$ cat config.mk
export PLATFORM = sky130hd
export DESIGN_NAME = expr_share_sched
export DESIGN_NICKNAME = d
export VERILOG_FILES = /design/src/rtl/expr_share_pkg.sv /design/src/rtl/expr_share_sched_rr_pick.sv /design/src/rtl/expr_share_sched.sv
export SDC_FILE = /design/constraint.sdc
export NUM_CORES = 1
export LEC_CHECK = 0
export CAP_MARGIN = 0
export CELL_PAD_IN_SITES_DETAIL_PLACEMENT = 0
export CELL_PAD_IN_SITES_GLOBAL_PLACEMENT = 1
export CORE_MARGIN = 10
export CORE_UTILIZATION = 25
export CTS_BUF_LIST = sky130_fd_sc_hd__clkbuf_2 sky130_fd_sc_hd__clkbuf_4 sky130_fd_sc_hd__clkbuf_8
export CTS_CLUSTER_DIAMETER = 200
export DETAILED_ROUTE_END_ITERATION = 8
export MAX_ROUTING_LAYER = met4
export PLACE_DENSITY_LB_ADDON = 0.1
export SYNTH_ARGS = -nofsm -noshare
export SYNTH_HDL_FRONTEND = slang
export SYNTH_SLANG_ARGS = --single-unit
$ cat constraint.sdc
create_clock -name clk -period 6 [get_ports clk]
set_input_delay 1.2 -clock clk [delete_from_list [all_inputs] [get_ports clk]]
set_output_delay 1.2 -clock clk [all_outputs]
set_load 0.02 [all_outputs]
$ cat src/rtl/expr_share_pkg.sv
// Shared constants for the expression-datapath scheduler.
// Holds the operand/result widths, the bit layout of the operand bundle
// (a0 at the MSB end, b5 at the LSB end) and the scheduler state type.
package expr_share_pkg;

  localparam int OPND_W = 60;
  localparam int RES_W  = 90;

  // Operand bundle field layout: {a0,a1,a2,a3,a4,a5,b0,b1,b2,b3,b4,b5}
  localparam int A0_OFF = 56;  localparam int A0_W = 4;
  localparam int A1_OFF = 51;  localparam int A1_W = 5;
  localparam int A2_OFF = 45;  localparam int A2_W = 6;
  localparam int A3_OFF = 41;  localparam int A3_W = 4;
  localparam int A4_OFF = 36;  localparam int A4_W = 5;
  localparam int A5_OFF = 30;  localparam int A5_W = 6;
  localparam int B0_OFF = 26;  localparam int B0_W = 4;
  localparam int B1_OFF = 21;  localparam int B1_W = 5;
  localparam int B2_OFF = 15;  localparam int B2_W = 6;
  localparam int B3_OFF = 11;  localparam int B3_W = 4;
  localparam int B4_OFF = 6;   localparam int B4_W = 5;
  localparam int B5_OFF = 0;   localparam int B5_W = 6;

  typedef enum logic [1:0] {
    IDLE = 2'd0,
    WAIT = 2'd1,
    RESP = 2'd2
  } state_t;

endpackage

$ cat src/rtl/expr_share_sched_rr_pick.sv
// Round-robin picker: scans req_valid circularly starting at rr_ptr and
// returns the first requester found.
//   req_valid  in   per-requester request vector
//   rr_ptr     in   index where the scan starts
//   grant      out  one-hot winner (0 when nothing requests)
//   grant_idx  out  binary winner index (0 when nothing requests)
//   any_valid  out  at least one request present
module rr_pick #(
  parameter int NREQ = 4,
  parameter int IDW  = $clog2(NREQ)
) (
  input  logic [NREQ-1:0] req_valid,
  input  logic [IDW-1:0]  rr_ptr,
  output logic [NREQ-1:0] grant,
  output logic [IDW-1:0]  grant_idx,
  output logic            any_valid
);

  int idx;

  always_comb begin
    grant_idx = '0;
    idx       = 0;
    any_valid = |req_valid;
    // Walk from the farthest position back to rr_ptr so that the closest
    // set bit (in circular order) is the last assignment and wins.
    for (int k = NREQ - 1; k >= 0; k--) begin
      idx = int'(rr_ptr) + k;
      if (idx >= NREQ) idx = idx - NREQ;
      if (req_valid[IDW'(idx)]) grant_idx = IDW'(idx);
    end
    grant = any_valid ? (NREQ'(1) << grant_idx) : '0;
  end

endmodule

$ cat src/rtl/expr_share_sched.sv
// Time-multiplexes one shared expression datapath between NREQ requesters.
// A round-robin winner's operand bundle is launched on ex_opnd, the result
// ex_y is captured EXEC_LAT edges later and returned on a valid/ready
// response channel tagged with the requester id.
//   clk, rst    clock and asynchronous active-high reset
//   req_valid   per-requester request
//   req_ready   one-hot accept, combinational, only while idle
//   req_data    operand bundles, requester i at [i*OPND_W +: OPND_W]
//   ex_opnd     operands presented to the shared datapath
//   ex_y        datapath result
//   rsp_valid / rsp_ready / rsp_id / rsp_data   response channel
//   busy        scheduler not idle
//
// state | meaning
// IDLE  | waiting for a request; grant offered combinationally
// WAIT  | operands launched, counting down EXEC_LAT edges
// RESP  | result held on the response channel until accepted
module expr_share_sched
  import expr_share_pkg::*;
#(
  parameter int NREQ     = 4,
  parameter int EXEC_LAT = 1
) (
  input  logic                     clk,
  input  logic                     rst,
  input  logic [NREQ-1:0]          req_valid,
  output logic [NREQ-1:0]          req_ready,
  input  logic [NREQ*OPND_W-1:0]   req_data,
  output logic [OPND_W-1:0]        ex_opnd,
  input  logic [RES_W-1:0]         ex_y,
  output logic                     rsp_valid,
  input  logic                     rsp_ready,
  output logic [$clog2(NREQ)-1:0]  rsp_id,
  output logic [RES_W-1:0]         rsp_data,
  output logic                     busy
);

  localparam int IDW   = $clog2(NREQ);
  localparam int CNT_W = $clog2(EXEC_LAT + 1);

  state_t             state;
  logic [IDW-1:0]     rr_ptr;
  logic [CNT_W-1:0]   cnt;
  logic [NREQ-1:0]    grant;
  logic [IDW-1:0]     grant_idx;
  logic               any_valid;
  logic [IDW-1:0]     ptr_next;
  logic [OPND_W-1:0]  opnd_sel;

  rr_pick #(.NREQ(NREQ), .IDW(IDW)) u_pick (
    .req_valid (req_valid),
    .rr_ptr    (rr_ptr),
    .grant     (grant),
    .grant_idx (grant_idx),
    .any_valid (any_valid)
  );

  always_comb begin
    opnd_sel = req_data[int'(grant_idx)*OPND_W +: OPND_W];
    ptr_next = (grant_idx == IDW'(NREQ - 1)) ? '0 : grant_idx + IDW'(1);
    // Gated by rst so no grant is ever advertised while held in reset.
    req_ready = (state == IDLE && !rst) ? grant : '0;
    busy      = (state != IDLE);
  end

  always_ff @(posedge clk or posedge rst) begin
    if (rst) begin
      state     <= IDLE;
      rr_ptr    <= '0;
      cnt       <= '0;
      ex_opnd   <= '0;
      rsp_data  <= '0;
      rsp_id    <= '0;
      rsp_valid <= 1'b0;
    end else begin
      case (state)
        IDLE: begin
          if (any_valid) begin
            ex_opnd <= opnd_sel;
            rsp_id  <= grant_idx;
            rr_ptr  <= ptr_next;
            cnt     <= CNT_W'(EXEC_LAT);
            state   <= WAIT;
          end
        end
        WAIT: begin
          if (cnt == CNT_W'(1)) begin
            rsp_data  <= ex_y;
            rsp_valid <= 1'b1;
            cnt       <= '0;
            state     <= RESP;
          end else begin
            cnt <= cnt - CNT_W'(1);
          end
        end
        RESP: begin
          if (rsp_ready) begin
            rsp_valid <= 1'b0;
            state     <= IDLE;
          end
        end
        default: state <= IDLE;
      endcase
    end
  end

endmodule

Word level (Yosys, flattened, before mapping)
Index checks and enable logic that the tools add are counted.
{ "word_totals": {"register_bits": 158, "word_cells": 78, "in_bits": 337, "out_inout_bits": 158} }
{ "classes": {"n_reduce_logical": 12, "shifts": 2, "muxes": 33, "n_mul": 1, "addsub": 9, "n_eq_ne": 6, "order_cmp": 8} }
{ "ops": {"columns": ["cell", "n"], "rows": [
  ["$shiftx A240 B9 Y60", 1],
  ["$mux W2", 12],
  ["$lt A2 B4 Y1 const B", 4],
  ["$mux W1", 12],
  ["$ge A3 B3 Y1 const B", 3],
  ["$bmux W1 S2", 4],
  ["$mux W4", 2],
  ["$sub A2 B1 Y2 const B", 4],
  ["$add A2 B2 Y3 const B", 2],
  ["$mul A2 B4 Y6 const B", 1],
  ["$ne A2 B2 Y1 const B", 3],
  ["$pmux W2 S3", 1],
  ["$reduce_and A2 Y1", 3],
  ["$reduce_and A3 Y1", 2],
  ["$reduce_bool A2 Y1", 3],
  ["$eq A2 B2 Y1 const B", 2],
  ["$pmux W1 S2", 2],
  ["$reduce_or A4 Y1", 1],
  ["$shl A1 B2 Y4 const A", 1],
  ["$add A2 B1 Y3 const B", 1],
  ["$ge A2 B3 Y1 const B", 1],
  ["$add A2 B1 Y2 const B", 1],
  ["$eq A2 B1 Y1 const B", 1],
  ["$logic_not A2 Y1", 1],
  ["other kinds (3)", 3]
]} }

Logic depth before layout (Yosys ltp)
Gate-level depths: netlist (run 1).
{ "depth": {"depth_word": 13, "depth_mapped": 8} }

Hierarchy
Synthesis (run 1) repeated with hierarchy kept, for this count alone.
{ "hier_totals": {"cells_unflattened": 596, "area_unflattened_um2": 7952.6} }
{ "by_module_without_submodules": {"columns": ["module", "area_per_inst_um2", "cells_each", "seq_area_each_um2", "n_inst"], "rows": [
  ["expr_share_sched", 7742.4, 567, 3953.8, 1],
  ["rr_pick", 210.2, 29, 0.0, 1]
]} }

Worst setup path after synthesis (run 1)
Ideal clock, no wire load.
{ "synth_path": {"kind": "input to output", "start": "input port rst", "end": "output port req_ready[3]", "path_slack_ns": -0.335, "t_required_ns": 4.800, "n_path_buf": 0, "cell_stages": 2, "arrival_ns": 5.135, "cell_sequence": "inv_1 -> and3_1"} }
{ "synth_between": {"elab_chain_cells": 3} }
{ "synth_lines": {"columns": ["item", "line_no", "text"], "rows": [
  ["from (decl)", "expr_share_sched.sv:25", "input logic rst,"],
  ["$logic_not A1 Y1 (no line)", null, null],
  ["$logic_and A1 B1 Y1", "expr_share_sched.sv:62", "req_ready = (state == IDLE && !rst) ? grant : '0;"],
  ["$mux W4", "expr_share_sched.sv:62", null],
  ["to (decl)", "expr_share_sched.sv:27", "output logic [NREQ-1:0] req_ready,"]
]} }
Every way passes these cells.

Final worst setup path (run 1)
{ "layout_path": {"start": "input port req_valid[2]", "end": "output port req_ready[2]"} }
{ "layout_between": {"elab_chain_cells": 10} }
{ "layout_lines": {"columns": ["item", "line_no", "text"], "rows": [
  ["from (decl)", "expr_share_sched.sv:26", "input logic [NREQ-1:0] req_valid,"],
  ["$bmux W1 S2", "expr_share_sched_rr_pick.sv:30", "if (req_valid[IDW'(idx)]) grant_idx = IDW'(idx);"],
  ["$mux W1 (implied by the code) (2 in series)", "expr_share_sched_rr_pick.sv:30", null],
  ["$mux W2 (4 in series)", "expr_share_sched_rr_pick.sv:30", null],
  ["$shl A1 B2 Y4", "expr_share_sched_rr_pick.sv:32", "grant = any_valid ? (NREQ'(1) << grant_idx) : '0;"],
  ["$mux W4 (*)", "expr_share_sched_rr_pick.sv:32", null],
  ["$mux W4 (*)", "expr_share_sched.sv:62", null]
]} }
Every way passes the cells marked *; elsewhere a longest branch is shown, timed or not. The select of a mux whose other input is x is not followed.

==> results.cfg, run 1 <==
[clock_network]
insertion_delay_ns = 0.46
clockBufferDepth = 2
cts.sinks = 158
post_cts_buffers = 0
htree_levels = 4
clock-root-buffer = clkbuf_8
ctsResizeCount = 0
numCtsBuffers = 17
cts_tree = built
postCtsHoldBufs = 0
cts.clk_slew.worst_paths_ns = 0.10

[floorplanning]
die-area_sq_um = 37600
die-height_um = 194
fp.dieW_um = 194
core-area_sq_um = 29800
initial_core_util_pct = 25.4
io-pin-count = 495
rows = 63

[placement]
portBuffers = 494
gp_congestion = 0.790
dp_hpwl_mm = 27.4

[global_routing]
overflow = 0
grt_pass1_vias = 7313
antenna_found_initial = 4
grt_pass1_wl_mm = 50.6
grt_usage_pct = 18.3
grt_start_max_net_pins = 102

[power_and_ir_drop]
p_per_area_nw_per_um2 = 496
ir_drop_mv = 0.275
power_uw = 6610
sw_frac_of_total_pct = 41.4
clockPowerShare_pct = 14.5
p_int_uw = 3870
p_switching_uw = 2740
pwr-share-comb_pct = 56.8
power_leakage_uw = 0.00542
seq_power_share_pct = 28.7

[routing]
wire_per_inst_um = 23.8
drc = 0
drt_iter0_drc = 248
vias_per_cell = 4.50
wirelength_mm = 34.9
vias = 6588
drtAntennaViolNets = 0
drt-pass1-iter-count = 4

[final_layout]
area_growth_pct = 75.9
fin_nets = 1394
seq_area_sq_um = 3950
multi_input_comb_area_sq_um = 3350
drive_above_1_share_pct = 5.06
final.fill_count = 2870

[synthesis]
synth.area.top_cells = dfrtp_1 (52%), mux2i_1 (16%), mux2_1 (13%)
synth_top_family_by_area = multiplexers
netlist.top_cell.by_area = dfrtp_1
synth_simple_gate_area_share_pct = 1.78
yosysWarnings = 0
synth_mux_area_share_pct = 29.4
netlist_area_sq_um = 7570
synth_most_common_cell = dfrtp_1
synth_top_cell_area_share_pct = 52.2
syn_inst = 577
synth_fa_ha_area_share_pct = 0.331
synth_cell_type_count = 32
avgSynthCellArea_sq_um = 13.1
synth_top_flop_cell = dfrtp_1
ys_ff_latch = 158
synth-edff-count = 0
synth_compound_area_share_pct = 12.4
synth_xor_area_share_pct = 0.116
yosysSeqAreaShare_pct = 52.2
syn-num-nets = 916
synth-async-reset-ratio_pct = 100
synth_top_cells_by_count = dfrtp_1 (158), mux2i_1 (121), mux2_1 (90)

[sta]
relSlewSlack_pct = 42.7
slew_violations = 0
clock_skew_ns = 0.0206
max_freq_mhz = 213
period_needed_ns = 4.69
fin_crit_sh_pct = 78.1
rsz0062_at_grt = false
hold-worst-slack_ns = 0.497
setup_violations = 0
setup_tns_ns = 0
max_slew.worst_pin.slew_ns = 0.860
hold_viol = 0

[run]
drv_cap = 0

[worst_setup_path]
cp.arrival_ns = 3.49
path_max_fanout = 23
startpoint_type = primary input
critPathKind = primary input to primary output
required_ns = 4.80
end_kind = primary output

[worst_hold_path]
worstHoldPathType = flip-flop to flip-flop

[status]
outcome = finished, final reports clean
-- layout by cell type (no fill, tap or decap), types with 4 or more instances in the layout --
cell type | netlist | layout
o2bb2ai_1 | 60 | 60
a21oi_2 | 7 | 7
diode_2 | 0 | 7
buf_4 | 6 | 8
nand2_1 | 9 | 8
dfrtp_1 | 158 | 158
clkdlybuf4s50_1 | 0 | 494
mux2_1 | 90 | 90
a21oi_1 | 56 | 56
inv_6 | 0 | 5
clkbuf_8 | 0 | 17
bufinv_16 | 0 | 4
mux2i_1 | 121 | 121
-- sequential cells by signal, summed over array words and instances, names as in the netlist --
signal	count
rsp_data	90
ex_opnd	60
rr_ptr	2
rsp_id	2
state	2
cnt	1
rsp_valid	1
-- worst paths after layout --
kind | from | endpoint | slack, ns | cells past startpoint
setup / recovery | req_valid[2] | req_ready[2] | 1.31 | 7
hold / removal | rsp_data[31] | rsp_data[31] | 0.50 | 1
setup reg to reg | state[0] | ex_opnd[28] | 2.79 | 7
hold reg to reg | rsp_data[31] | rsp_data[31] | 0.50 | 1
max in group asynchronous | rst | rsp_data[12] | 3.38 | 4
min in group asynchronous | rst | ex_opnd[47] | 1.04 | 2
-- worst max-delay path, cell delays in order --
cell and delay [ns]:
clkdlybuf4s50_1 0.53, or3b_1 0.39, o221a_4 0.16, inv_6 0.24, ha_1 0.19, and3_1 0.14
clkdlybuf4s50_1 0.64
-- power by group through the flow --
stage / combinational [uW] / sequential (uW) / clock [uW]
floorplan: 1410 / 2540 / 0
global placement: 3820 / 1900 / 0
detailed placement: 3840 / 1920 / 0
CTS: 3850 / 1910 / 992
global route: 4030 / 1970 / 1030
finish: 3750 / 1900 / 957
-- layout make-up --
class	count	share of cell area, %
tap	390	3.66
timing repair buffer	503	37.7
clock buffer	17	1.76
clock inverter	14	1.66
sequential	158	29.7
inverter	4	0.179
multi-input combinational	371	25.2
antenna	7	0.132
-- routing by layer --
metal  part of all wire [%]  up-vias  wire length [um]  track usage (%)
li1                       -     3113                 -                -
met1                     40     3164             14000             19.9
met2                     48      294             16800             30.1
met3                     11       17              3760             8.61
met4                   0.83        0               289             3.49
met5                      0        -                 0                -
-- cell families (layout without fill, tap and decap cells) --
| family | count (synthesis) | in the layout |
|---|---|---|
| compound gates | 131 | 131 |
| other cells | 0 | 7 |
| fa+ha+maj | 2 | 2 |
| buf+inv | 48 | 538 |
| xor+xnor | 1 | 1 |
| flops | 158 | 158 |
| simple gates | 26 | 26 |
| mux | 211 | 211 |
-- stage by stage --
stage	util, %	setup slack (ns)	area (sq um)	std cells
after floorplan	-	0.624	7570	577
after global placement	43.1	1.33	12800	1426
after detailed placement	43.1	1.29	12800	1426
after CTS	44.6	1.28	13300	1457
after global routing	44.7	1.24	13300	1461
final	44.7	1.31	13300	1464
No activity file was read; power rests on OpenSTA's default activity.
==> run 2, diff against run 1 <==
--- a/config.mk
+++ b/config.mk
@@ -8,11 +8,11 @@
 export CAP_MARGIN = 0
 export CELL_PAD_IN_SITES_DETAIL_PLACEMENT = 0
 export CELL_PAD_IN_SITES_GLOBAL_PLACEMENT = 1
-export CORE_MARGIN = 10
-export CORE_UTILIZATION = 25
+export CORE_AREA = 10 10 186 188
 export CTS_BUF_LIST = sky130_fd_sc_hd__clkbuf_2 sky130_fd_sc_hd__clkbuf_4 sky130_fd_sc_hd__clkbuf_8
 export CTS_CLUSTER_DIAMETER = 200
 export DETAILED_ROUTE_END_ITERATION = 8
+export DIE_AREA = 0 0 196 198
 export MAX_ROUTING_LAYER = met4
 export PLACE_DENSITY_LB_ADDON = 0.1
 export SYNTH_ARGS = -nofsm -noshare
==> constraint.sdc (replaced) <==
create_clock -name clk -period 4.75 [get_ports clk]
set_input_delay 0.95 -clock clk [delete_from_list [all_inputs] [get_ports clk]]
set_output_delay 0.95 -clock clk [all_outputs]
set_load 0.02 [all_outputs]
==> results.cfg, run 2 (synthesis gave the netlist of run 1 again) <==
[routing]
vias_per_cell = 4.51
vias = 6661
drt-pass1-iter-count = 4
drt_iter0_drc = 226
wirelength_mm = 34.5
drc = 0
drtAntennaViolNets = 0
wire_per_inst_um = 23.4

[global_routing]
grt_start_max_net_pins = 78
grt_pass1_vias = 7212
grt_usage_pct = 17.6
overflow = 0
antenna_found_initial = 5
grt_pass1_wl_mm = 49.6

[final_layout]
reg_top3 = rsp_data (90), ex_opnd (60)
fin_cells = 1477
area_growth_pct = 75.0
largest_register = rsp_data
fin_nets = 1396
final.fill_count = 3038
final_common_cell = clkdlybuf4s50_1
multi_input_comb_area_sq_um = 3350
fin_area_sq_um = 13300
drive_above_1_share_pct = 5.42
finish.utilization_pct = 42.7
largest_reg_flops = 90
seq_area_sq_um = 3950
mostFrequentLayoutCells = clkdlybuf4s50_1 (494), dfrtp_1 (158), mux2i_1 (121)

[clock_network]
post_cts_buffers = 0
clockBufferDepth = 2
clock-root-buffer = clkbuf_8
cts_tree = built
htree_levels = 4
cts.clk_slew.worst_paths_ns = 0.09
ctsResizeCount = 0
insertion_delay_ns = 0.47
cts.sinks = 158
postCtsHoldBufs = 0
numCtsBuffers = 17

[floorplanning]
die-area_sq_um = 38800
die-height_um = 198
rows = 65
fp.dieW_um = 196
initial_core_util_pct = 24.4
core-area_sq_um = 31100
io-pin-count = 495

[worst_setup_path]
cp.arrival_ns = 3.29
reg2reg_from = state[0]
required_ns = 3.80
end_kind = primary output
r2r_end = ex_opnd[13]
critPathKind = primary input to primary output
path_max_fanout = 30
startpoint_type = primary input
r2r_slack_ns = 1.88
reg2reg_depth = 7

[sta]
setup_violations = 0
fin_crit_sh_pct = 89.2
slew_violations = 0
hold_viol = 0
hold-worst-slack_ns = 0.496
rsz0062_at_grt = false
max_slew.worst_pin.slew_ns = 1.07
period_needed_ns = 4.24
fin_ws_ns = 0.512
max_freq_mhz = 236
clock_skew_ns = 0.0162
relSlewSlack_pct = 28.6

[power_and_ir_drop]
ir_drop_mv = 0.292
p_per_area_nw_per_um2 = 615
power_leakage_uw = 0.00539

[placement]
placed_cells = 1440
place_area_sq_um = 12900
pre_cts_ws_ns = 0.485
dp_hpwl_mm = 26.5
gp_congestion = 0.777
portBuffers = 494

[status]
outcome = finished, final reports clean

[run]
drv_cap = 0

[worst_hold_path]
hold_path_depth = 1
hold_start = rsp_data[9]
min_to = rsp_data[9]
worstHoldPathType = flip-flop to flip-flop
[run 2: cell count changes in the layout (fill, tap and decap cells not counted)]
cell / previous run / this run
bufinv_16: 4 / 0
and3_2: 1 / 2
buf_4: 8 / 10
clkinv_4: 1 / 5
clkbuf_4: 0 / 2
inv_8: 3 / 0
clkbuf_8: 17 / 18
clkinvlp_4: 2 / 3
inv_6: 5 / 6
diode_2: 7 / 5
and3_1: 2 / 1
clkinv_8: 1 / 0
[run 2: layout make-up]
class | instances | area share (%)
Timing Repair Buffer | 505 | 38.0
Tap cell | 402 | 3.80
Multi-Input combinational cell | 371 | 25.3
Clock buffer | 20 | 1.98
Inverter | 4 | 0.179
Sequential cell | 158 | 29.8
Antenna cell | 5 | 0.0944
Clock inverter | 12 | 0.774
[run 2: metrics by stage]
step	setup TNS (ns)	power, uW
final	0	8140
after global routing	0	8730
after CTS	0	8330
after detailed placement	0	7290
after global placement	0	7260
after floorplan	-0.105	5000
[run 2: worst max-delay path by stage]
stage | from | to | depth (start not counted)
finish | req_valid[2] | req_ready[2] | 7
global route | req_valid[2] | req_ready[2] | 7
CTS | req_valid[2] | req_ready[2] | 7
detailed placement | req_valid[2] | req_ready[2] | 7
global placement | req_valid[2] | req_ready[2] | 7
floorplan | rst | req_ready[2] | 2
[run 2: power by group]
part	leakage [uW]	switching [uW]	internal [uW]
Sequential	0.00180	351	2040
Clock	0.000182	591	400
Combinational	0.00340	2490	2270
[run 2: routing by layer]
metal / track usage [%] / wire [um] / up-vias
li1: - / - / 3109
met1: 19.2 / 13700 / 3271
met2: 29.3 / 17300 / 268
met3: 7.93 / 3330 / 13
met4: 3.20 / 219 / 0
met5: - / 0 / -
[run 2: critical path, stage by stage]
cell and delay, ns:
clkdlybuf4s50_1 0.54, or3b_1 0.37, o221a_4 0.16, inv_6 0.27, ha_1 0.20, and3_2 0.16
clkdlybuf4s50_1 0.63
==> run 3, diff against run 2 <==
--- a/config.mk
+++ b/config.mk
@@ -8,13 +8,14 @@
 export CAP_MARGIN = 0
 export CELL_PAD_IN_SITES_DETAIL_PLACEMENT = 0
 export CELL_PAD_IN_SITES_GLOBAL_PLACEMENT = 1
-export CORE_AREA = 10 10 186 188
+export CORE_AREA = 2 2 194 196
 export CTS_BUF_LIST = sky130_fd_sc_hd__clkbuf_2 sky130_fd_sc_hd__clkbuf_4 sky130_fd_sc_hd__clkbuf_8
 export CTS_CLUSTER_DIAMETER = 200
 export DETAILED_ROUTE_END_ITERATION = 8
 export DIE_AREA = 0 0 196 198
 export MAX_ROUTING_LAYER = met4
 export PLACE_DENSITY_LB_ADDON = 0.1
+export SLEW_MARGIN = 20
 export SYNTH_ARGS = -nofsm -noshare
 export SYNTH_HDL_FRONTEND = slang
 export SYNTH_SLANG_ARGS = --single-unit
==> results.cfg, run 3 (synthesis gave the netlist of run 1 again) <==
[sta]
hold-worst-slack_ns = 0.496
hold_viol = 0
rsz0062_at_grt = false
max_slew.worst_pin.slew_ns = 1.12
setup_violations = 0
max_freq_mhz = 250
period_needed_ns = 4.00
setup_tns_ns = 0
fin_crit_sh_pct = 84.2
slew_violations = 0
relSlewSlack_pct = 25.3
clock_skew_ns = 0.0169

[clock_network]
ctsResizeCount = 0
postCtsHoldBufs = 0
cts.sinks = 158
insertion_delay_ns = 0.48
cts.clk_slew.worst_paths_ns = 0.10
clock-root-buffer = clkbuf_8
post_cts_buffers = 0
clockBufferDepth = 2
htree_levels = 4
numCtsBuffers = 17
cts_tree = built

[global_routing]
grt_usage_pct = 16.4
overflow = 0
grt_pass1_wl_mm = 45.2
grt_start_max_net_pins = 159
antenna_found_initial = 4
grt_pass1_vias = 7001

[routing]
wire_per_inst_um = 20.6
drt_iter0_drc = 111
vias_per_cell = 4.24
wirelength_mm = 31.9
vias = 6536
drc = 0
drtAntennaViolNets = 0
drt-pass1-iter-count = 4

[worst_setup_path]
crit_chain = clkdlybuf4s50_1, nor4_1, or2_1, nor4_1, clkdlybuf4s50_1
startpoint_type = primary input
cpMaxStageDelayCell = clkdlybuf4s50_1
max_stage_delay_ns = 0.55
crit_family = simple AND/OR/NAND/NOR gates
required_ns = 3.80
cp.arrival_ns = 3.05
path_max_fanout = 9
worst-path-buf-inv = 2
critPathKind = primary input to primary output
end_kind = primary output

[floorplanning]
core-area_sq_um = 37000
initial_core_util_pct = 20.5
fp.dieW_um = 196
die-area_sq_um = 38800
io-pin-count = 495
die-height_um = 198
rows = 71

[status]
outcome = finished, final reports clean

[worst_hold_path]
worstHoldPathType = flip-flop to flip-flop

[final_layout]
largest_register = rsp_data
drive_above_1_share_pct = 4.98
finish.utilization_pct = 36.2
largest_reg_flops = 90
final_common_cell = clkdlybuf4s50_1
fin_nets = 1391
reg_top3 = rsp_data (90), ex_opnd (60)
mostFrequentLayoutCells = clkdlybuf4s50_1 (494), dfrtp_1 (158), mux2i_1 (121)
area_growth_pct = 76.9

[power_and_ir_drop]
ir_drop_mv = 0.300
p_switching_uw = 3420
seq_power_share_pct = 29.0
clockPowerShare_pct = 13.8
power_uw = 8280
power_leakage_uw = 0.00540
sw_frac_of_total_pct = 41.3
p_int_uw = 4860
p_per_area_nw_per_um2 = 618
pwr-share-comb_pct = 57.2

[placement]
portBuffers = 494
gp_congestion = 0.759
dp_hpwl_mm = 23.2

[run]
drv_cap = 0
[run 3: cell types whose count changed in the layout (fill, tap and decap cells not counted), sizes merged]
cell	previous run	this run
clkinv	5	3
diode	5	4
buf	11	6
clkbuf	20	19
bufinv	0	3
[run 3: metrics by stage]
stage          setup WS, ns  instance area (sq um)  instances
2_1_floorplan        -0.104                   7580        577
3_3_place_gp          0.748                  13000       1507
3_5_place_dp          0.731                  13000       1507
4_1_cts               0.722                  13400       1539
5_1_grt               0.607                  13400       1543
6_report              0.748                  13400       1543
[run 3: worst reg2reg max path: stages, from the launching register on]
cell and delay (ns):
dfrtp_1 0.42, or2_1 0.31, nor2_4 0.15, buf_4 0.66
and3_2 0.39, buf_12 0.27, o2bb2ai_1 0.27, a21oi_1 0.06
[run 3: worst paths after layout]
kind / from / to / slack [ns] / cells past startpoint
worst max-delay path: req_valid[2] / req_ready[1] / 0.75 / 5
worst min register to register: rsp_data[6] / rsp_data[6] / 0.50 / 1
min in group asynchronous: rst / ex_opnd[38] / 1.09 / 3
worst min-delay path: rsp_data[6] / rsp_data[6] / 0.50 / 1
worst max register to register: state[0] / ex_opnd[59] / 2.07 / 7
max in group asynchronous: rst / ex_opnd[37] / 2.73 / 3
[run 3: area by class of cell]
class,count,area (sq um)
fill,3673,23600
timing repair buffer,500,5030
clock inverter,13,178
multi-input combinational,371,3350
clock buffer,19,255
sequential,158,3950
inverter,4,23.8
tap,474,593
antenna,4,10.0
[run 3: power by group through the flow]
stage | Sequential (uW) | Combinational (uW) | Clock (uW)
after detailed placement | 2430 | 4830 | 0
after global placement | 2410 | 4840 | 0
after CTS | 2410 | 4840 | 1210
after floorplan | 3210 | 1790 | 0
final | 2400 | 4740 | 1140
after global routing | 2500 | 5050 | 1260
[run 3: routing by layer]
layer  routed length [um]  up-vias  share of wire (%)  global-route usage, %
li1                     -     3097                  -                      -
met5                    0        -                  0                      -
met3                 3380       23                 11                   7.20
met2                15500      308                 49                   27.2
met4                  470        0                1.5                   5.11
met1                12500     3108                 39                   17.8
